### src/rtl/hsca_sel_pkg.sv
`default_nettype none
// +----------------------------------------------------------------------+
// | hsca_sel_pkg : shared selection-mode type for the operand selector     |
// | Rev 1.0                                                              |
// +----------------------------------------------------------------------+
package hsca_sel_pkg;

  typedef enum logic {
    SEL_FIXED = 1'b0,
    SEL_RR    = 1'b1
  } sel_mode_e;

endpackage
`default_nettype wire

### src/rtl/skid_buf2.sv
`default_nettype none
// +----------------------------------------------------------------------+
// | skid_buf2 : 2-entry valid/ready skid buffer, in_ready from state only |
// | Rev 1.0                                                              |
// +----------------------------------------------------------------------+
module skid_buf2 #(
  parameter int DW = 8
) (
  input  logic          clk,
  input  logic          reset,
  input  logic [DW-1:0] in_data,
  input  logic          in_valid,
  output logic          in_ready,
  output logic [DW-1:0] out_data,
  output logic          out_valid,
  input  logic          out_ready
);

  logic [DW-1:0] skid_data;
  logic          skid_valid;
  logic          accept;
  logic          main_free;

  assign in_ready  = ~skid_valid;
  assign accept    = in_valid & in_ready;
  assign main_free = ~out_valid | out_ready;

  always_ff @(posedge clk or posedge reset) begin
    if (reset) begin
      out_valid  <= 1'b0;
      out_data   <= '0;
      skid_valid <= 1'b0;
      skid_data  <= '0;
    end else if (main_free) begin
      if (skid_valid) begin
        // Skid drains first so words leave in acceptance order.
        out_data   <= skid_data;
        out_valid  <= 1'b1;
        skid_valid <= accept;
        if (accept) begin
          skid_data <= in_data;
        end
      end else begin
        out_valid <= accept;
        if (accept) begin
          out_data <= in_data;
        end
      end
    end else if (accept) begin
      skid_data  <= in_data;
      skid_valid <= 1'b1;
    end
  end

endmodule
`default_nettype wire

### src/rtl/operand_sel_pipe.sv
`default_nettype none
// +----------------------------------------------------------------------+
// | operand_sel_pipe : NCH-channel operand selector, fixed/round-robin    |
// |                    grant, registered flow-controlled output          |
// | Rev 1.0                                                              |
// +----------------------------------------------------------------------+
module operand_sel_pipe
  import hsca_sel_pkg::*;
#(
  parameter int WIDTH = 16,
  parameter int NCH   = 4,
  parameter int SELW  = $clog2(NCH)
) (
  input  logic                 clk,
  input  logic                 reset,
  input  logic [NCH*WIDTH-1:0] in_data,
  input  logic [NCH-1:0]       in_valid,
  output logic [NCH-1:0]       in_ready,
  input  sel_mode_e            mode,
  input  logic [SELW-1:0]      sel,
  output logic [WIDTH-1:0]     out_data,
  output logic [SELW-1:0]      out_ch,
  output logic                 out_valid,
  input  logic                 out_ready
);

  logic [SELW-1:0]       rr_ptr;
  logic [SELW-1:0]       rr_next;
  logic [SELW-1:0]       grant;
  logic                  grant_valid;
  logic                  grant_in_valid;
  logic [WIDTH-1:0]      grant_data;
  logic [SELW:0]         scan_idx;
  logic [SELW:0]         grant_inc;
  logic                  can_acc;
  logic                  accept;
  logic [WIDTH+SELW-1:0] buf_out;

  always_comb begin : grant_scan
    grant_valid = 1'b0;
    grant       = '0;
    scan_idx    = '0;
    if (mode == SEL_FIXED) begin
      // Only indexes that name a real channel produce a grant.
      for (int k = 0; k < NCH; k++) begin
        if (sel == SELW'(k)) begin
          grant_valid = 1'b1;
        end
      end
      grant = sel;
    end else begin
      for (int i = 0; i < NCH; i++) begin
        scan_idx = {1'b0, rr_ptr} + (SELW+1)'(i);
        if (scan_idx >= (SELW+1)'(NCH)) begin
          scan_idx = scan_idx - (SELW+1)'(NCH);
        end
        if (!grant_valid && in_valid[scan_idx[SELW-1:0]]) begin
          grant_valid = 1'b1;
          grant       = scan_idx[SELW-1:0];
        end
      end
    end
  end

  always_comb begin : grant_mux
    grant_in_valid = 1'b0;
    grant_data     = '0;
    for (int k = 0; k < NCH; k++) begin
      if (grant == SELW'(k)) begin
        grant_in_valid = in_valid[k];
        grant_data     = in_data[k*WIDTH +: WIDTH];
      end
    end
  end

  always_comb begin : ready_decode
    in_ready = '0;
    for (int k = 0; k < NCH; k++) begin
      if (grant_valid && (grant == SELW'(k))) begin
        in_ready[k] = can_acc & ~reset;
      end
    end
  end

  assign accept    = grant_valid & grant_in_valid & can_acc;
  assign grant_inc = {1'b0, grant} + (SELW+1)'(1);
  assign rr_next   = (grant_inc >= (SELW+1)'(NCH)) ? '0 : grant_inc[SELW-1:0];

  always_ff @(posedge clk or posedge reset) begin
    if (reset) begin
      rr_ptr <= '0;
    end else if (accept && (mode == SEL_RR)) begin
      rr_ptr <= rr_next;
    end
  end

  skid_buf2 #(
    .DW(WIDTH + SELW)
  ) u_skid (
    .clk       (clk),
    .reset     (reset),
    .in_data   ({grant_data, grant}),
    .in_valid  (grant_valid & grant_in_valid),
    .in_ready  (can_acc),
    .out_data  (buf_out),
    .out_valid (out_valid),
    .out_ready (out_ready)
  );

  assign {out_data, out_ch} = buf_out;

endmodule
`default_nettype wire

### config.mk
export PLATFORM = sky130hd
export DESIGN_NAME = operand_sel_pipe
export DESIGN_NICKNAME = d
export VERILOG_FILES = /design/src/rtl/hsca_sel_pkg.sv /design/src/rtl/skid_buf2.sv /design/src/rtl/operand_sel_pipe.sv
export SDC_FILE = /design/constraint.sdc
export NUM_CORES = 1
export LEC_CHECK = 0
export ABC_AREA = 1
export ABC_CLOCK_PERIOD_IN_PS = 3400
export CAP_MARGIN = 20
export CORE_MARGIN = 8
export CORE_UTILIZATION = 45
export DETAILED_ROUTE_END_ITERATION = 6
export PLACE_DENSITY = 0.89
export SKIP_LAST_GASP = 1
export SLEW_MARGIN = 20
export SYNTH_ARGS = -nofsm -noshare
export SYNTH_HDL_FRONTEND = slang
export SYNTH_SLANG_ARGS = --single-unit
### constraint.sdc
create_clock -name clk -period 3.4 [get_ports clk]
set_input_delay 0.34 -clock clk [delete_from_list [all_inputs] [get_ports clk]]
set_output_delay 0.34 -clock clk [all_outputs]
set_load 0.05 [all_outputs]
==> flow_metrics.env, run 1 <==
export IMPL_outcome="complete, no violations"
export IMPL_synth_xor_area_frac=0
export IMPL_min_period_ns=3.11
export IMPL_crit_top_cell="nand2_1"
export IMPL_antenna_found_initial=0
export IMPL_synthDistinctLibCells=27
export IMPL_crit_chain="clkdlybuf4s50_1 -> inv_1 -> nand2_1 -> nand3_1 -> nand2_2 -> nor2_4 -> nand3_1 -> nand2_1 -> inv_1 -> nand2_1 -> nand2_1 -> inv_1 -> ha_1 -> buf_4 -> nor3b_1 -> buf_12"
export IMPL_synth_top_family_by_area="simple AND/OR/NAND/NOR gates"
export IMPL_grt_busiest_layer="met2"
export IMPL_syn_area_per_cell_um2=6.55
export IMPL_cp_max_fo=17
export IMPL_overflow=0
export IMPL_initialDrtViolationCount=146
export IMPL_dieArea_um2=8610
export IMPL_routed_via_density=5.04
export IMPL_diodes=0
export IMPL_worstPathRequired_ns=3.06
export IMPL_numCtsBuffers=5
export IMPL_layout_common_cells="nand2_1 (177), clkdlybuf4s50_1 (92), nor2_1 (39), dfrtp_1 (39), a21oi_1 (33)"
export IMPL_dr_pass1_iters=5
export IMPL_maxSlewHeadroom=0.628
export IMPL_wl_per_cell_um=14.1
export IMPL_clock_skew_ns=0.00375
export IMPL_internal_power_uw=1860
export IMPL_cpLargestDelayFamily="simple AND/OR/NAND/NOR gates"
export IMPL_synthAdderAreaFrac=0.0189
export IMPL_use_met3=0.0485
export IMPL_postRouteWirelength_mm=8.05
export IMPL_vdd_ir_drop_max_mv=0.654
export IMPL_rsz0062_at_grt="no"
export IMPL_die_y_um=92.8
export IMPL_gp_congestion=0.901
export IMPL_numPortBuffers=96
export IMPL_drive_gt1_frac=0.0830
export IMPL_syn_cell_area_um2=2650
export IMPL_ys_seq_elements=40
export IMPL_min_period_over_period=0.916
export IMPL_cts_root_buf="clkbuf_8"
export IMPL_track_usage=0.188
export IMPL_cts_setup_buffers=0
export IMPL_p_switching_uw=2120
export IMPL_hpwl_mm=6.26
export IMPL_clock_sinks=40
export IMPL_synth_simple_gate_area_frac=0.378
export IMPL_final_nets=571
export IMPL_vias=2868
export IMPL_hold_class="reg2reg"
export IMPL_syn2layout_area_growth_pct=43.0
export IMPL_htree_levels=2
export IMPL_end_kind="primary output"
export IMPL_yosysWarnings=0
export IMPL_fp_coreArea_um2=5820
export IMPL_critPathMaxStageDelay_ns=0.49
export IMPL_yosys_mux_area_fraction=0
export IMPL_layout_commonest_cell="nand2_1"
export IMPL_p_per_area_nw_per_um2=1050
export IMPL_p_sw_frac=0.533
export IMPL_ioPinCount=97
export IMPL_postSynthCellCount=405
export IMPL_yosysSeqAreaShare=0.377
export IMPL_clock_path_buffers=2
export IMPL_worst_setup_path_start_kind="input pin"
export IMPL_clk_pin_slew_worst_paths_ns=0.07
export IMPL_ant_nets=0
export IMPL_slowest_stage="clkdlybuf4s50_1"
export IMPL_path_buf_inv=6
export IMPL_clkPwrFrac=0.097
export IMPL_p_seq_frac=0.219
export IMPL_synth_compound_area_frac=0.142
export IMPL_power_frac_comb=0.683
export IMPL_start_util=0.456
export IMPL_syn_num_nets=483
export IMPL_cts_tree="built"
export IMPL_grt_start_max_net_pins=41
export IMPL_worst_pin_slew_ns=0.558
export IMPL_drc=0
export IMPL_maxSlewViolCount=0
export IMPL_grt_pass1_wl_mm=13.1
export IMPL_fp_dieW_um=92.8
export IMPL_hold_viol=0
export IMPL_fmax_mhz=321
export IMPL_grt_use_met2=0.345
export IMPL_setup_violations_final=0
export IMPL_met1_usage=0.204
export IMPL_clk_latency_ns=0.30
export IMPL_rows=28
export IMPL_first_global_vias=2826
export IMPL_p_leak_uw=0.00179
export IMPL_max_cap_viol_count=0
export IMPL_worstSetupPathType="in2out"
export IMPL_critical_path_arrival_ns=2.77
export IMPL_hold_ws_ns=0.475
export IMPL_setup_tns_ns=0
## worst register-to-register path, delay by kind of cell, from the launching register on
| family | cells | cell delay (ns) |
|---|---|---|
| adder cells (fa/ha/maj) | 1 | 0.25 |
| flip-flops | 1 | 0.49 |
| AO/OA/AOI/OAI | 2 | 0.29 |
| buffers and inverters | 4 | 0.78 |
| AND/OR/NAND/NOR | 11 | 1.09 |
## cell usage after synthesis, drive strengths merged
cell type / number / area [µm²]
o21ai: 20 / 100
nand2: 185 / 719
nor3b: 1 / 7.51
a31oi: 16 / 100
inv: 25 / 101
clkbuf: 5 / 18.8
o211ai: 1 / 12.5
ha: 4 / 50.1
a21oi: 33 / 165
nand3: 12 / 65.1
dfrtp: 40 / 1000
nor3: 3 / 15.0
nor2: 43 / 195
buf: 17 / 103
## repair_timing
item | 4_1_cts | 5_1_grt
endpoints found under the setup margin | 0 | 2
hold buffers | 0 | 0
gates resized for setup | 0 | 2
## metal layers
metal / wire [µm] / vias up / part of all wire
met3: 575 / 14 / 0.071
met4: 145 / 0 / 0.018
li1: - / 1461 / -
met1: 3200 / 1309 / 0.40
met5: 0 / - / 0
met2: 4130 / 84 / 0.51
## worst paths after layout
kind / startpoint / end / slack [ns] / cells after the start
worst min register to register: u_skid.skid_data[4]$_DFFE_PP0P_ / u_skid.skid_data[4]$_DFFE_PP0P_ / 0.48 / 2
min in group asynchronous: reset / u_skid.out_data[13]$_DFFE_PP0P_ / 0.58 / 3
worst max-delay path: in_valid[2] / in_ready[0] / 0.29 / 16
worst min-delay path: u_skid.skid_data[4]$_DFFE_PP0P_ / u_skid.skid_data[4]$_DFFE_PP0P_ / 0.48 / 2
worst max register to register: rr_ptr[0]$_DFFE_PP0P_ / u_skid.out_data[11]$_DFFE_PP0P_ / 0.44 / 18
max in group asynchronous: reset / rr_ptr[0]$_DFFE_PP0P_ / 2.45 / 3
## state kept, by name (all words and copies together), names as in the netlist
register,cells
u_skid.out_valid,1
u_skid.skid_valid,1
u_skid.skid_data,18
u_skid.out_data,18
rr_ptr,2
## per-stage QoR
step / util / area (µm²) / setup WS (ns) / power (µW) / cells
after floorplan: - / 2650 / 0.124 / 2860 / 405
after global placement: 0.633 / 3680 / 0.212 / 3530 / 561
after detailed placement: 0.633 / 3680 / 0.116 / 3590 / 561
after CTS: 0.651 / 3790 / 0.208 / 3990 / 569
after global routing: 0.652 / 3790 / 0.0752 / 4320 / 569
final: 0.652 / 3790 / 0.286 / 3980 / 569
## logic make-up (layout without fill, tap and decap cells)
kind of cell             after synthesis  after routing
AO/OA/AOI/OAI                         70             70
adder cells (fa/ha/maj)                4              4
buffers and inverters                 47            136
flip-flops                            40             40
AND/OR/NAND/NOR                      244            244
## power by group through the flow
stage	Clock [µW]	Sequential (µW)	Combinational [µW]
final	387	874	2720
after global routing	405	905	3010
after CTS	391	872	2730
after detailed placement	0	880	2710
after global placement	0	874	2650
after floorplan	0	1230	1640
## layout make-up
type | count | area (µm²)
Timing Repair Buffer | 103 | 1050
Tap cell | 75 | 93.8
Fill cell | 512 | 2020
Clock buffer | 6 | 72.6
Inverter | 25 | 101
Clock inverter | 2 | 35.0
Sequential cell | 40 | 1000
Multi-Input combinational cell | 318 | 1440
No activity file was read; power rests on OpenSTA's default activity.
==> run 2, diff against run 1 <==
--- a/config.mk
+++ b/config.mk
@@ -13,7 +13,6 @@
 export DETAILED_ROUTE_END_ITERATION = 6
 export PLACE_DENSITY = 0.89
 export SKIP_LAST_GASP = 1
-export SLEW_MARGIN = 20
 export SYNTH_ARGS = -nofsm -noshare
 export SYNTH_HDL_FRONTEND = slang
 export SYNTH_SLANG_ARGS = --single-unit
==> results of run 2 <==
Final layout, timing and power as in run 1 (identical DEF).
==> run 3, diff against run 2 <==
--- a/config.mk
+++ b/config.mk
@@ -10,9 +10,11 @@
 export CAP_MARGIN = 20
 export CORE_MARGIN = 8
 export CORE_UTILIZATION = 45
+export CTS_CLUSTER_DIAMETER = 50
 export DETAILED_ROUTE_END_ITERATION = 6
-export PLACE_DENSITY = 0.89
+export PLACE_DENSITY = 0.87
 export SKIP_LAST_GASP = 1
 export SYNTH_ARGS = -nofsm -noshare
 export SYNTH_HDL_FRONTEND = slang
+export SYNTH_HIERARCHICAL = 1
 export SYNTH_SLANG_ARGS = --single-unit
==> run 3 against run 2 <==
  * Sequential share of layout area shrank 1.2 points
  * Flip-flop and latch count did not move
  * Register-to-register slack worse by 0.10 ns
  * Critical endpoint is now in_ready[2]
  * Largest cell class unchanged
  * Highest routed layer unchanged
==> flow_metrics.env, run 3 <==
export IMPL_outcome="complete, no violations"
export IMPL_grt_start_max_net_pins=27
export IMPL_drc=0
export IMPL_wl_per_cell_um=13.9
export IMPL_min_period_over_period=0.938
export IMPL_first_global_vias=3097
export IMPL_diodes=0
export IMPL_cts_tree="built"
export IMPL_worst_setup_path_start_kind="flop"
export IMPL_ant_nets=0
export IMPL_clock_sinks=40
export IMPL_setup_violations_final=0
export IMPL_p_sw_frac=0.541
export IMPL_overflow=0
export IMPL_utilization=0.639
export IMPL_synth_edf_count=0
export IMPL_synthTopCellsByCount="nand2_1 (219), dfrtp_1 (40), o21ai_0 (30)"
export IMPL_syn_num_nets=506
export IMPL_htree_levels=2
export IMPL_power_frac_comb=0.690
export IMPL_numPortBuffers=96
export IMPL_rsz0062_at_grt="no"
export IMPL_async_flop_share=1.00
export IMPL_gp_congestion=0.916
export IMPL_setup_tns_ns=0
export IMPL_syn_area_per_cell_um2=6.60
export IMPL_die_y_um=95.2
export IMPL_syn_cell_area_um2=2830
export IMPL_clk_latency_ns=0.29
export IMPL_maxSlewHeadroom=0.477
export IMPL_p_per_area_nw_per_um2=950
export IMPL_clk_pin_slew_worst_paths_ns=0.07
export IMPL_grt_use_met2=0.316
export IMPL_dr_pass1_iters=5
export IMPL_cts_root_buf="clkbuf_8"
export IMPL_fmax_mhz=313
export IMPL_met1_usage=0.226
export IMPL_max_cap_viol_count=0
export IMPL_track_usage=0.188
export IMPL_rows=29
export IMPL_reg_largest_list="u_skid/out_data (18), u_skid/skid_data (18), rr_ptr (2)"
export IMPL_clock_skew_ns=0.00605
export IMPL_postSynthCellCount=428
export IMPL_hold_buffers=0
export IMPL_cp_max_fo=9
export IMPL_final_cell_area_um2=3970
export IMPL_synthDistinctLibCells=29
export IMPL_drive_gt1_frac=0.111
export IMPL_yosysMostFrequentCell="nand2_1"
export IMPL_place_ws_ns=0.119
export IMPL_min_period_ns=3.19
export IMPL_layout_common_cells="nand2_1 (219), clkdlybuf4s50_1 (92), dfrtp_1 (39), o21ai_0 (30), nand3_1 (24)"
export IMPL_clock_path_buffers=2
export IMPL_final_nets=599
export IMPL_grt_pass1_wl_mm=13.9
export IMPL_hold_class="in2async"
export IMPL_p_seq_frac=0.227
export IMPL_setup_ws_ns=0.210
export IMPL_synth_area_leaders="dfrtp_1 (35%), nand2_1 (29%), o21ai_0 (5.3%)"
export IMPL_postRouteWirelength_mm=8.32
export IMPL_yosysSeqAreaShare=0.354
export IMPL_critical_path_arrival_ns=2.85
export IMPL_dieArea_um2=9070
export IMPL_antenna_found_initial=0
export IMPL_worstSetupPathType="reg2out"
export IMPL_ys_flop_type="dfrtp_1"
export IMPL_yosysWarnings=6
export IMPL_clkPwrFrac=0.084
export IMPL_ioPinCount=97
export IMPL_place_area_um2=3880
export IMPL_use_met3=0.0528
export IMPL_worst_pin_slew_ns=0.784
export IMPL_numCtsBuffers=5
export IMPL_start_util=0.455
export IMPL_initialDrtViolationCount=206
export IMPL_fp_dieW_um=95.2
export IMPL_hpwl_mm=6.59
export IMPL_grt_busiest_layer="met2"
export IMPL_vias=3093
export IMPL_vdd_ir_drop_max_mv=0.511
export IMPL_maxSlewViolCount=0
export IMPL_worstPathRequired_ns=3.06
export IMPL_internal_power_uw=1730
export IMPL_fp_coreArea_um2=6200
export IMPL_r2r_slack_ns=0.34
export IMPL_hold_viol=0
export IMPL_ys_seq_elements=40
export IMPL_end_kind="primary output"
export IMPL_yosysTopAreaCell="dfrtp_1"
export IMPL_p_switching_uw=2040
export IMPL_hold_ws_ns=0.269
export IMPL_routed_via_density=5.16
export IMPL_synth_top_area_frac=0.354
export IMPL_syn2layout_area_growth_pct=40.4
export IMPL_p_leak_uw=0.00199
export IMPL_layout_commonest_cell="nand2_1"
-- run 3: cell count changes after synthesis, sizes merged, moves of 15 or more --
cell and delta:
nand2 +55, nor2 -29, o21ai +16, a31oi -16, a21oi -16, nand3 +15
-- run 3: power by group through the flow --
stage               clock (µW)  sequential, µW  combinational, µW
detailed placement           0             858               2570
CTS                        322             852               2590
floorplan                    0            1110               1630
finish                     315             854               2600
global route               342             881               2880
global placement             0             851               2510
-- run 3: final timing paths --
path,from,to,cells after the start
max,rr_ptr[0]$_DFFE_PP0P_,in_ready[2],13
min,reset,rr_ptr[1]$_DFFE_PP0P_,2
max reg2reg,rr_ptr[0]$_DFFE_PP0P_,u_skid/skid_data[13]$_DFFE_PP0P_,24
min reg2reg,u_skid/skid_data[8]$_DFFE_PP0P_,u_skid/skid_data[8]$_DFFE_PP0P_,2
max in group asynchronous,reset,u_skid/skid_data[11]$_DFFE_PP0P_,4
min in group clk,u_skid/skid_data[8]$_DFFE_PP0P_,u_skid/skid_data[8]$_DFFE_PP0P_,2
-- run 3: metrics by stage --
step	std cells	power (µW)
3_3_place_gp	590	3360
5_1_grt	599	4100
4_1_cts	599	3770
3_5_place_dp	591	3430
6_report	599	3770
2_1_floorplan	428	2740
-- run 3: layout make-up --
| type | instances | area (µm²) |
|---|---|---|
| inverters | 21 | 93.8 |
| flip-flops and latches | 40 | 1000 |
| clock buffers | 8 | 90.1 |
| repair buffers | 107 | 1090 |
| fillers | 550 | 2240 |
| well taps | 77 | 96.3 |
| multi-input cells | 346 | 1590 |
-- run 3: kinds of logic after synthesis --
logic type                 share of synthesized area
AOI/OAI and AO/OA                              0.101
adders and majority gates                     0.0177
buffers and inverters                         0.0815
DFF                                            0.354
and+or+nand+nor                                0.445
-- run 3: critical path, stage by stage (launching register included) --
cell,delay (ns)
dfrtp_2,0.53
clkinv_8,0.10
nand2_1,0.06
nand2_2,0.11
nand2_2,0.07
nand2_4,0.09
nand3_4,0.09
nor2_1,0.10
nor2_1,0.06
o21bai_1,0.34
ha_1,0.28
inv_1,0.13
nor3_1,0.39
buf_12,0.19
-- run 3: per-layer routing --
layer | vias to the layer above | part of all wire | wire length, µm
li1 | 1529 | - | -
met1 | 1378 | 0.40 | 3300
met2 | 169 | 0.47 | 3940
met3 | 17 | 0.11 | 929
met4 | 0 | 0.018 | 147
met5 | - | 0 | 0
-- run 3: what timing repair did --
action	4_1_cts	5_1_grt
setup endpoints to repair	0	38
setup buffers	0	0
gates resized for setup	0	1
